===== src/rtl/mskand_hpc_pkg.sv =====
// Shared widths and randomness indexing for the HPC masked AND pipeline.
package mskand_hpc_pkg;

  function automatic int unsigned ref_nrnd(input int unsigned d);
    return d - 1;
  endfunction

  function automatic int unsigned mul_nrnd(input int unsigned d);
    return (d * (d - 1)) / 2;
  endfunction

  function automatic int unsigned nrnd(input int unsigned d);
    return ref_nrnd(d) + mul_nrnd(d);
  endfunction

  // Row-major index of pair (i,j), i<j: (0,1),(0,2)..(1,2)..
  function automatic int unsigned pair_idx(input int unsigned i, input int unsigned j,
                                           input int unsigned d);
    return i * d - (i * (i + 1)) / 2 + (j - i - 1);
  endfunction

endpackage


===== src/rtl/mskand_hpc_pipe_if.sv =====
// Data/valid bundle of the masked AND pipeline; master drives operands, slave returns results.
interface mskand_hpc_pipe_if
  import mskand_hpc_pkg::*;
#(
  parameter int unsigned d = 2,
  parameter int unsigned N = 1
);
  localparam int unsigned RndN = nrnd(d);

  logic              in_valid;
  logic [N*d-1:0]    ina;
  logic [N*d-1:0]    inb;
  logic [N*RndN-1:0] rnd;
  logic [N*d-1:0]    out;
  logic              out_valid;

  modport master (output in_valid, ina, inb, rnd, input out, out_valid);
  modport slave  (input in_valid, ina, inb, rnd, output out, out_valid);
endinterface


===== src/rtl/mskand_hpc_lane.sv =====
// One lane of the HPC masked AND: refresh of b, registered cross products, share compression.
module mskand_hpc_lane
  import mskand_hpc_pkg::*;
#(
  parameter int unsigned d       = 2,
  parameter int unsigned RND_LAT = 0
) (
  input  logic                clk_i,
  input  logic                rst_ni,
  input  logic                ld1_i,
  input  logic                ld2_i,
  input  logic                ld3_i,
  input  logic [d-1:0]        ina_i,
  input  logic [d-1:0]        inb_i,
  input  logic [nrnd(d)-1:0]  rnd_i,
  output logic [d-1:0]        out_o
);
  localparam int unsigned RefN = ref_nrnd(d);
  localparam int unsigned MulN = mul_nrnd(d);
  localparam int unsigned RndN = nrnd(d);

  logic [RefN-1:0]  rref;
  logic [MulN-1:0]  rmul_in, rmul;
  logic [d-1:0]     a1_q, b1_q, b1_d;
  logic [d*d-1:0]   c_q, c_d;
  logic [d-1:0]     out_q, out_d;

  assign rref    = rnd_i[RefN-1:0];
  assign rmul_in = rnd_i[RndN-1:RefN];

  always_comb begin : refresh_b
    logic rx;
    rx   = 1'b0;
    b1_d = inb_i;
    for (int unsigned j = 0; j < d - 1; j++) begin
      b1_d[j] = inb_i[j] ^ rref[j];
      rx      = rx ^ rref[j];
    end
    b1_d[d-1] = inb_i[d-1] ^ rx;
  end

  if (RND_LAT == 0) begin : g_rnd_dly
    logic [MulN-1:0] rmul_q;
    always_ff @(posedge clk_i or negedge rst_ni) begin
      if (!rst_ni) begin
        rmul_q <= '0;
      end else if (ld1_i) begin
        rmul_q <= rmul_in;
      end
    end
    assign rmul = rmul_q;
  end else begin : g_rnd_direct
    assign rmul = rmul_in;
  end

  // Off-diagonal terms share one mask per pair so it cancels in the output XOR.
  always_comb begin : cross_products
    logic p;
    c_d = '0;
    for (int unsigned i = 0; i < d; i++) begin
      for (int unsigned j = 0; j < d; j++) begin
        p = a1_q[i] & b1_q[j];
        if (i < j) begin
          p = p ^ rmul[pair_idx(i, j, d)];
        end else if (i > j) begin
          p = p ^ rmul[pair_idx(j, i, d)];
        end
        c_d[i*d+j] = p;
      end
    end
  end

  always_comb begin : compress
    logic x;
    out_d = '0;
    for (int unsigned i = 0; i < d; i++) begin
      x = 1'b0;
      for (int unsigned j = 0; j < d; j++) begin
        x = x ^ c_q[i*d+j];
      end
      out_d[i] = x;
    end
  end

  always_ff @(posedge clk_i or negedge rst_ni) begin
    if (!rst_ni) begin
      a1_q <= '0;
      b1_q <= '0;
    end else if (ld1_i) begin
      a1_q <= ina_i;
      b1_q <= b1_d;
    end
  end

  always_ff @(posedge clk_i or negedge rst_ni) begin
    if (!rst_ni) begin
      c_q <= '0;
    end else if (ld2_i) begin
      c_q <= c_d;
    end
  end

  always_ff @(posedge clk_i or negedge rst_ni) begin
    if (!rst_ni) begin
      out_q <= '0;
    end else if (ld3_i) begin
      out_q <= out_d;
    end
  end

  assign out_o = out_q;

endmodule


===== src/rtl/mskand_hpc_pipe.sv =====
// Multi-lane d-share HPC masked AND; three register stages with a shared valid chain.
module mskand_hpc_pipe
  import mskand_hpc_pkg::*;
#(
  parameter int unsigned d       = 2,
  parameter int unsigned N       = 1,
  parameter int unsigned RND_LAT = 0
) (
  input logic              clk,
  input logic              rst_n,
  mskand_hpc_pipe_if.slave bus
);
  localparam int unsigned RndN = nrnd(d);

  logic           v1_q, v2_q, out_valid_q;
  logic [N*d-1:0] out_w;

  always_ff @(posedge clk or negedge rst_n) begin
    if (!rst_n) begin
      v1_q        <= 1'b0;
      v2_q        <= 1'b0;
      out_valid_q <= 1'b0;
    end else begin
      v1_q        <= bus.in_valid;
      v2_q        <= v1_q;
      out_valid_q <= v2_q;
    end
  end

  for (genvar k = 0; k < N; k++) begin : g_lane
    mskand_hpc_lane #(
      .d       (d),
      .RND_LAT (RND_LAT)
    ) u_lane (
      .clk_i  (clk),
      .rst_ni (rst_n),
      .ld1_i  (bus.in_valid),
      .ld2_i  (v1_q),
      .ld3_i  (v2_q),
      .ina_i  (bus.ina[k*d +: d]),
      .inb_i  (bus.inb[k*d +: d]),
      .rnd_i  (bus.rnd[k*RndN +: RndN]),
      .out_o  (out_w[k*d +: d])
    );
  end

  assign bus.out       = out_w;
  assign bus.out_valid = out_valid_q;

endmodule


===== src/flat_wrapper.sv =====
// flat-port wrapper written by rule: the top's interface ports become plain ports
module mskand_hpc_pipe_flat import mskand_hpc_pkg::*;
#(
  parameter int unsigned d       = 2,
  parameter int unsigned N       = 1,
  parameter int unsigned RND_LAT = 0
)
  (clk, rst_n, bus_in_valid, bus_ina, bus_inb, bus_rnd, bus_out, bus_out_valid);
  mskand_hpc_pipe_if #(.d(d), .N(N)) bus_i ();
  input logic clk;
  input logic rst_n;
  input wire logic [$bits(bus_i.in_valid)-1:0] bus_in_valid;
  input wire logic [$bits(bus_i.ina)-1:0] bus_ina;
  input wire logic [$bits(bus_i.inb)-1:0] bus_inb;
  input wire logic [$bits(bus_i.rnd)-1:0] bus_rnd;
  output wire logic [$bits(bus_i.out)-1:0] bus_out;
  output wire logic [$bits(bus_i.out_valid)-1:0] bus_out_valid;
  assign bus_i.in_valid = bus_in_valid;
  assign bus_i.ina = bus_ina;
  assign bus_i.inb = bus_inb;
  assign bus_i.rnd = bus_rnd;
  assign bus_out = bus_i.out;
  assign bus_out_valid = bus_i.out_valid;
  mskand_hpc_pipe #(.d(d), .N(N), .RND_LAT(RND_LAT)) u_core (.clk(clk), .rst_n(rst_n), .bus(bus_i));
endmodule

===== config.mk =====
export PLATFORM = sky130hd
export DESIGN_NAME = mskand_hpc_pipe_flat
export DESIGN_NICKNAME = d
export VERILOG_FILES = /design/src/rtl/mskand_hpc_pkg.sv /design/src/rtl/mskand_hpc_pipe_if.sv /design/src/rtl/mskand_hpc_lane.sv /design/src/rtl/mskand_hpc_pipe.sv /design/src/flat_wrapper.sv
export SDC_FILE = /design/constraint.sdc
export NUM_CORES = 1
export LEC_CHECK = 0
export CAP_MARGIN = 10
export CORE_MARGIN = 3
export CORE_UTILIZATION = 41
export DETAILED_ROUTE_END_ITERATION = 10
export GPL_TIMING_DRIVEN = 1
export PLACE_DENSITY_LB_ADDON = 0.3
export SLEW_MARGIN = 20
export SYNTH_ARGS = -nofsm -noshare
export SYNTH_HDL_FRONTEND = slang
export SYNTH_SLANG_ARGS = --single-unit

===== constraint.sdc =====
create_clock -name clk -period 0.9 [get_ports clk]
set_clock_uncertainty 0.1 [all_clocks]
set_input_delay 0.18 -clock clk [delete_from_list [all_inputs] [get_ports clk]]
set_output_delay 0.18 -clock clk [all_outputs]
set_load 0.02 [all_outputs]

==> results.ini <==
[critical_path]
worstPathRequired_ns=0.62
path_depth=1
worstSetupPathType=flop to output port
cp.arrival_ns=0.81
worst-r2r-cell-count=2
crit_family=flip-flops
max_stage_delay_ns=0.40
crit_path_end_kind=output port
worstPathCellList=buf_6
cp_slowest_cell=dfrtp_1
critPathBufInv=1
critPathLaunchType=flop
crit_fanout=2

[pwr]
swShare_pct=24.78
p_switching_w=0.0003802
p_leak_nw=0.3462
pwr_density_cell_nw_per_um2=1956
p_clk_share_pct=28.6
internal_power_w=0.001154
finalPower_w=0.001534
combPwrFrac_pct=20.9
seqPwrFrac_pct=50.5
ir_worst_vdd_mv=1.016

[global_route]
grtUsageMet2_pct=14.89
grtUsageTotal_pct=10.35
grt_busiest_layer=met2
grt_pass1_wl_mm=1.380
overflow=0
met1_usage_pct=14.13
grt_antenna_before_repair=0
grt_pass1_vias=311
global_route.usage.met3_pct=3.863
grt_max_degree=15

[floorplan]
initial_core_util_pct=46.20
rows=12
die_h_um=42.56
num_io_pins=12
die_w_um=42.56
core_um2=1186
die-area_um2=1811

[drt]
drt_iter0_markers=4
vias=374
wl_per_cell_um=11.51
antenna_left=0
first_pass_iters=3
drc_errors=0
postRouteWirelength_um=898
via_per_inst=4.795

[synth]
avgSynthCellArea_um2=12.46
async_flop_share_pct=100.0
synth_seq_cells=14
ys.flop_type=dfrtp_1
yosysMostFrequentCell=dfrtp_1
yosysTopAreaCellShare_pct=63.93
synth_warnings=0
synth_nets=53
seq_area_frac_synth_pct=63.93
netlist_area_um2=548.0
synth_area_leaders=dfrtp_1 64%, xnor2_1 6.4%, mux2_2 6.2%
synthTopCellsByCount=14 x dfrtp_1, 6 x nor2_1, 4 x a21oi_1, 4 x xnor2_1, 3 x mux2_2
synth_top_cell_by_area=dfrtp_1
synth_edf_count=0
ys_types=12
netlist_instances=44

[placed_design]
port_buffers=11
placed_cells=70
gp_congestion=0.6896
dpl.hpwl_um=630.1

[cells_and_area]
multi_input_area_um2=193.9
fin_util_pct=66.14
area_growth_pct=43.15
layout-drive-gt1-share_pct=29.69
num_antenna_cells=0
fin_nets=74
fin_cells=78
fillCellCount=91
regArea_um2=351.6

[sta]
final-max-slew-violation-count=0
timing.final.crit_share_pct=120.9
period_minus_slack_ns=1.088
setup_viol=5
relSlewSlack_pct=87.21
layout_setup_ws_ns=-0.1883
fmax_ghz=0.9189
hold_violations=0
rsz0062_at_grt=yes
holdWs_ns=0.1269
tightestPinTransition_ns=0.1918

[status]
violations=setup timing
status=complete, but fails checks

[clock_network]
clockBufferDepth=2
worst_skew_pair.late_latency_ns=0.27
cts_made_buffers=3
cts_num_sinks=14
htree_levels=1
cts_tree=yes
ctsHoldBuffers=0
path_clk_slew_ns=0.09
root_buffer=clkbuf_4

[worst_hold_path]
hold_path.class=input pin to asynchronous set/reset pin

[job]
maxCapViolCount=0

power groups by stage:
| stage | Sequential, W | Combinational, W | Clock (W) |
|---|---|---|---|
| finish | 0.000775 | 0.000320 | 0.000439 |
| detailed placement | 0.000785 | 0.000265 | 0 |
| CTS | 0.000777 | 0.000278 | 0.000448 |
| global route | 0.000790 | 0.000345 | 0.000484 |
| global placement | 0.000781 | 0.000258 | 0 |
| floorplan | 0.000802 | 0.000114 | 0 |
what timing repair did:
item / 4_1_cts / 5_1_grt
endpoints found under the setup margin: 10 / 11
gates resized for setup: 19 / 11
endpoints found under the hold margin: 0 / 0
setup buffers: 1 / 3
pin swaps: 2 / 0
path summary, 6_finish.rpt:
path | from | to | slack [ns]
max | u_core.g_lane[0].u_lane.out_o[0] | bus_out[0] | -0.19
min | rst_n | u_core.g_lane[0].u_lane.a1_q[1] | 0.13
max reg2reg | u_core.g_lane[0].u_lane.b1_q[1] | u_core.g_lane[0].u_lane.c_q[1] | -0.04
min reg2reg | u_core.v2_q | u_core.bus.out_valid | 0.36
max in group asynchronous | rst_n | u_core.v1_q | 0.45
min in group clk | bus_in_valid | u_core.v1_q | 0.30
cell type report:
cell class	instances	share of cell area, %
Inverter	2	0.9569
Multi-Input combinational cell	27	24.72
Tap cell	14	2.233
Sequential cell	14	44.82
Timing Repair Buffer	17	22.65
Clock buffer	4	4.625
flip-flops by register name, indices dropped and copies added (netlist names):
name / flops
u_core.g_lane.u_lane.b1_q: 2
u_core.g_lane.u_lane.out_o: 2
u_core.bus.out_valid: 1
u_core.g_lane.u_lane.a1_q: 2
u_core.g_lane.u_lane.g_rnd_dly.rmul_q: 1
u_core.v2_q: 1
u_core.g_lane.u_lane.c_q: 4
u_core.v1_q: 1
cell families (layout without fill, tap and decap cells):
group	count (synthesis)	after routing	share of synthesized area, %
simple gates	10	10	8.675
buf+inv	3	23	3.425
mux	3	3	6.164
xor+xnor	4	4	6.392
flops	14	14	63.93
compound gates	10	10	11.42
layer usage:
| layer | wire, µm | up-vias |
|---|---|---|
| met5 | 0 | - |
| met3 | 50 | 0 |
| met2 | 449 | 13 |
| li1 | - | 190 |
| met4 | 0 | 0 |
| met1 | 397 | 171 |
layout by cell type, fill, tap and decap left out, drive strengths merged:
cell	instances
dfrtp	14
buf	9
clkdlybuf4s50	7
nor2	6
xnor2	4
a21oi	4
clkbuf	4
mux2	3
a21bo	2
nand3b	2
a31oi	2
inv	2
o21ai	2
nand3	2
dlygate4sd2	1
worst reg2reg max path, cell delays in order, from the launching register on:
cell,delay (ns)
dfrtp_1,0.41
a21bo_1,0.19
a31oi_1,0.15
metrics by stage:
step	instance area [µm²]	TNS, ns	worst slack, ns
floorplan	548.0	0	0.02428
global placement	691.9	-2.756	-0.3843
detailed placement	691.9	-2.938	-0.4005
CTS	738.2	-0.6303	-0.1986
global route	784.5	-0.9097	-0.2227
finish	784.5	-0.5863	-0.1883
Note: power is estimated with default switching activity, not from simulation.
==> patch 1: new RTL, same settings <==
`RND_LAT` is set to 0 in 3 places; all go to 1.
--- a/src/rtl/mskand_hpc_lane.sv
+++ b/src/rtl/mskand_hpc_lane.sv
@@ -3,7 +3,7 @@
   import mskand_hpc_pkg::*;
 #(
   parameter int unsigned d       = 2,
-  parameter int unsigned RND_LAT = 0
+  parameter int unsigned RND_LAT = 1
 ) (
   input  logic                clk_i,
   input  logic                rst_ni,
--- a/src/rtl/mskand_hpc_pipe.sv
+++ b/src/rtl/mskand_hpc_pipe.sv
@@ -4,7 +4,7 @@
 #(
   parameter int unsigned d       = 2,
   parameter int unsigned N       = 1,
-  parameter int unsigned RND_LAT = 0
+  parameter int unsigned RND_LAT = 1
 ) (
   input logic              clk,
   input logic              rst_n,
--- a/src/flat_wrapper.sv
+++ b/src/flat_wrapper.sv
@@ -3,7 +3,7 @@
 #(
   parameter int unsigned d       = 2,
   parameter int unsigned N       = 1,
-  parameter int unsigned RND_LAT = 0
+  parameter int unsigned RND_LAT = 1
 )
   (clk, rst_n, bus_in_valid, bus_ina, bus_inb, bus_rnd, bus_out, bus_out_valid);
   mskand_hpc_pipe_if #(.d(d), .N(N)) bus_i ();
Formal check against the unedited RTL: not equivalent (Yosys sat finds a counterexample within 4 cycles, from zero or initial values and one cycle with rst_n low).
==> patch 1 against the unedited design <==
- the flow still finishes with violations (setup timing)
- setup slack better by 0.018 ns
- sequential cell count shrank 1
- sequential share of layout area grew 0.97 points
- wire length down 5.0%
- count of clock-buffer cells in the layout did not move
- area after synthesis fell by 8.7%
- total power fell by 13%
- critical path depth did not move
- core utilization grew 3.0 points
- via count decreased by 1.3%
- final area down 9.1%
- first-iteration DRC count grew to 3.5 times the old value
==> patch 1: results (changes against the unedited design) <==
| Metric | Value |
|---|---|
| Synth Area in Compound Gates | `12.5% (+1.1 points)` |
| Slew at the pin closest to its max-slew limit | `0.153 ns (-0.0391 ns)` |
| Leakage | `0.311 nW (-10%)` |
| Synth Area in XOR/XNOR | `7.00% (+0.61 points)` |
| Met1 Use GR | `14.1% (about the same)` |
| Final setup violation count | `7 (+2)` |
| Placer Congestion | `0.784 (+14%)` |
| Global Route met2 Usage | `24.3% (+9.4 points)` |
| Fraction of layout cells with a size suffix above 1 | `23.3% (-6.4 points)` |
| Tot GR Track Use | `13.8% (+3.4 points)` |
| Vias in the first global route | `354 (+14%)` |
| Violated checks | `setup timing` |
| Synth Instances | `41 (-6.8%)` |
| Synth cell types | `11 (-1)` |
| Final WS setup | `-0.170 ns (+0.0182 ns)` |
| Crit path DAT | `0.79 ns (-0.02 ns)` |
| Met3 usage | `5.98% (+2.1 points)` |
| Slowest-stage cell, CP | `dfrtp_1` |
| Pre-CTS setup slack | `-0.372 ns (+0.0286 ns)` |
| Critical R2R Capture | `u_core.g_lane[0].u_lane.c_q[2]` |
| Post-DP HPWL | `634 um (+0.57%)` |
| Placed cell count | `67 (-4.3%)` |
| Initial DRC count | `14 (+10)` |
| Final instance count without filler cells | `73 (-6.4%)` |
| Post-layout net count | `70 (-5.4%)` |
| RR Startpoint | `u_core.g_lane[0].u_lane.a1_q[1]` |
| Sequential share of the synthesized area | `65.0% (+1.1 points)` |
| Largest net degree at the start of global routing | `14 (-1)` |
| DRT Pass-1 Iters | `4 (+1)` |
| Synth area leaders | `dfrtp_1, xnor2_1, mux2_2` |
| Metal-1 WL | `331 um (-17%)` |
| Hold Worst Slack | `0.144 ns (+0.0176 ns)` |
| Uppermost layer routed | `met4` |
| Vias | `369 (-1.3%)` |
| CTS Buf Count | `3 (unchanged)` |
| Post-synthesis mux area share | `4.50% (-1.7 points)` |
| Run status | `finished, violations left` |
| Final wirelength | `853 um (-5.0%)` |
| Setup TNS Final | `-0.587 ns (-0.000932 ns)` |
| VDD IR max | `1.30 mV (+28%)` |
| Met2 Routed Length | `437 um (-2.7%)` |
| Most frequent cells after synthesis | `dfrtp_1, nor2_1, a21oi_1, xnor2_1` |
| Syn Nets | `50 (-5.7%)` |
| First-pass GRT wire length | `1440 um (+4.5%)` |
## patch 1: how the worst max path moves through the flow
stage / slack (ns) / depth (start not counted) / endpoint / startpoint
2_1_floorplan: 0.02 / 2 / u_core.g_lane[0].u_lane.c_q[1] / u_core.g_lane[0].u_lane.b1_q[1]
3_3_place_gp: -0.34 / 2 / u_core.g_lane[0].u_lane.a1_q[1] / bus_in_valid
3_5_place_dp: -0.37 / 2 / u_core.g_lane[0].u_lane.a1_q[0] / bus_in_valid
4_1_cts: -0.18 / 1 / bus_out[0] / u_core.g_lane[0].u_lane.out_o[0]
5_1_grt: -0.21 / 1 / bus_out[0] / u_core.g_lane[0].u_lane.out_o[0]
6_report: -0.17 / 1 / bus_out[0] / u_core.g_lane[0].u_lane.out_o[0]
## patch 1: metrics by stage
stage	util [%]	power [mW]
finish	69.1	1.33
global route	69.1	1.42
floorplan	-	0.834
global placement	63.4	0.957
CTS	66.8	1.32
detailed placement	63.4	0.971
## patch 1: area by class of cell
type / count / area, sq um
Clock buffer: 4 / 26.3
Fill cell: 80 / 319
Inverter: 2 / 7.51
Multi-Input combinational cell: 26 / 179
Sequential cell: 13 / 327
Tap cell: 13 / 16.3
Timing Repair Buffer: 15 / 158
## patch 1: power breakdown
part | internal (mW) | total, mW | leakage [nW] | switching (mW)
Clock | 0.171 | 0.336 | 0.0150 | 0.165
Sequential | 0.656 | 0.719 | 0.150 | 0.0625
Combinational | 0.167 | 0.278 | 0.146 | 0.111
## patch 1: cells by family after synthesis
group,after synthesis
and+or+nand+nor,10
AOI/OAI and AO/OA,10
muxes,2
DFF,13
xor gates and xnor gates,4
buffers and inverters,2
## patch 1: timing repair
item / in CTS / in global routing
buffers inserted: 1 / 1
setup endpoints to repair: 9 / 12
resized for setup: 20 / 6
pin swaps: 0 / 4
==> patch 2: new RTL, same settings <==
Without the edit above. Reset style: synchronous (`rst_n` and `rst_ni`), changed in 5 clocked blocks.
--- a/src/rtl/mskand_hpc_lane.sv
+++ b/src/rtl/mskand_hpc_lane.sv
@@ -41,7 +41,7 @@
 
   if (RND_LAT == 0) begin : g_rnd_dly
     logic [MulN-1:0] rmul_q;
-    always_ff @(posedge clk_i or negedge rst_ni) begin
+    always_ff @(posedge clk_i) begin
       if (!rst_ni) begin
         rmul_q <= '0;
       end else if (ld1_i) begin
@@ -82,7 +82,7 @@
     end
   end
 
-  always_ff @(posedge clk_i or negedge rst_ni) begin
+  always_ff @(posedge clk_i) begin
     if (!rst_ni) begin
       a1_q <= '0;
       b1_q <= '0;
@@ -92,7 +92,7 @@
     end
   end
 
-  always_ff @(posedge clk_i or negedge rst_ni) begin
+  always_ff @(posedge clk_i) begin
     if (!rst_ni) begin
       c_q <= '0;
     end else if (ld2_i) begin
@@ -100,7 +100,7 @@
     end
   end
 
-  always_ff @(posedge clk_i or negedge rst_ni) begin
+  always_ff @(posedge clk_i) begin
     if (!rst_ni) begin
       out_q <= '0;
     end else if (ld3_i) begin
--- a/src/rtl/mskand_hpc_pipe.sv
+++ b/src/rtl/mskand_hpc_pipe.sv
@@ -15,7 +15,7 @@
   logic           v1_q, v2_q, out_valid_q;
   logic [N*d-1:0] out_w;
 
-  always_ff @(posedge clk or negedge rst_n) begin
+  always_ff @(posedge clk) begin
     if (!rst_n) begin
       v1_q        <= 1'b0;
       v2_q        <= 1'b0;
Check against the original RTL: differs if rst_n is asserted again (counterexample within 4 cycles, from zero or initial values and one cycle with rst_n low); with rst_n held inactive, the same outputs for 10 cycles.
==> patch 2 against the unedited design <==
- the run still ends with setup timing left
- global-route usage rose by 1.3 points
- first-iteration DRC count grew 75%
- count of clock-buffer cells in the layout unchanged
- setup slack better by 0.089 ns
- synthesized cell count up 18%
- final area is 3.3% lower
- wire length down 1.6%
- sequential cell count did not move
- area after synthesis shrank 1.1%
- critical path type unchanged
- highest routed layer is now met4
Power is not compared: it rests on default switching activity, and its combinational part moved more than twofold at a synthesized area within 25%.
==> patch 2: results (changes against the unedited design) <==
| Metric | Value |
|---|---|
| Run status | `finished, violations left` |
| Violated checks | `setup timing` |
| Final setup violation count | `3 (-2)` |
| Fraction of layout cells with a size suffix above 1 | `36.8% (+7.1 points)` |
| Critical Path Max Stage Delay | `0.33 ns (-0.07 ns)` |
| First-pass GRT wire length | `1550 um (+12%)` |
| Largest net degree at the start of global routing | `12 (-3)` |
| Vias | `403 (+7.8%)` |
| Placed Area | `674 sq um (-2.5%)` |
| Pre-CTS setup slack | `-0.446 ns (-0.0452 ns)` |
| Post-DP HPWL | `630 um (about the same)` |
| Placer Congestion | `0.739 (+7.1%)` |
| Synth Instances | `52 (+18%)` |
| Most frequent cells after synthesis | `dfxtp_1, o21ai_0, a21oi_1, xnor2_1` |
| Slowest-stage cell, CP | `dfxtp_2` |
| Fraction of registers with async set/reset | `0% (-100 points)` |
| Critical R2R Capture | `u_core.g_lane[0].u_lane.c_q[0]` |
| Syn Nets | `61 (+15%)` |
| Post-layout net count | `78 (+5.4%)` |
| Final WS setup | `-0.0992 ns (+0.0891 ns)` |
| Synth Area in XOR/XNOR | `6.47% (+0.074 points)` |
| Worst R2R Path Depth | `3 (+1)` |
| Synth cell types | `16 (+4)` |
| Worst Setup SP | `u_core.g_lane[0].u_lane.out_o[1]` |
| DRT Pass-1 Iters | `4 (+1)` |
## patch 2: cell types whose count changed after synthesis, sizes merged, moves of 3 or more
cell | unedited run | this run
dfrtp | 14 | 0
dfxtp | 0 | 14
nor2 | 6 | 0
o21ai | 2 | 6
and2 | 0 | 3
mux2 | 3 | 0
mux2i | 0 | 3
nor2b | 0 | 3
## patch 2: metal layers
layer,GRT usage (%),vias to the layer above,part of all wire (%)
li1,-,213,-
met1,13.5,176,47
met2,17.0,12,45
met3,6.44,2,6.6
met4,5.59,0,1.6
met5,0,-,0
## patch 2: worst min path at each step
stage                                               from                         endpoint  slack, ns
final                                       bus_in_valid  u_core.g_lane[0].u_lane.b1_q[1]       0.32
after global routing                        bus_in_valid  u_core.g_lane[0].u_lane.b1_q[1]       0.32
after CTS                                   bus_in_valid  u_core.g_lane[0].u_lane.b1_q[0]       0.32
after detailed placement  u_core.g_lane[0].u_lane.c_q[3]   u_core.g_lane[0].u_lane.c_q[3]       0.38
after global placement    u_core.g_lane[0].u_lane.c_q[0]   u_core.g_lane[0].u_lane.c_q[0]       0.37
after floorplan                                    rst_n   u_core.g_lane[0].u_lane.c_q[0]       0.23
## patch 2: power breakdown
| group | leakage [nW] | internal [mW] | switching, mW |
|---|---|---|---|
| logic | 0.148 | 0.0921 | 0.0522 |
| clock network | 0.0210 | 0.246 | 0.185 |
| registers | 0.118 | 0.652 | 0.0284 |
## patch 2: final cells by class
cell class	count	area share (%)
clock buffers	4	4.79
flip-flops and latches	14	38.4
well taps	14	2.31
multi-input cells	36	36.1
repair buffers	14	18.3
## patch 2: repair_timing
item                                    in CTS  in global routing
gates resized for setup                     30                  8
pin swaps                                    3                  4
buffers inserted                             1                  0
endpoints found under the setup margin      17                  7
gates cloned                                 0                  0
hold buffers                                 0                  0
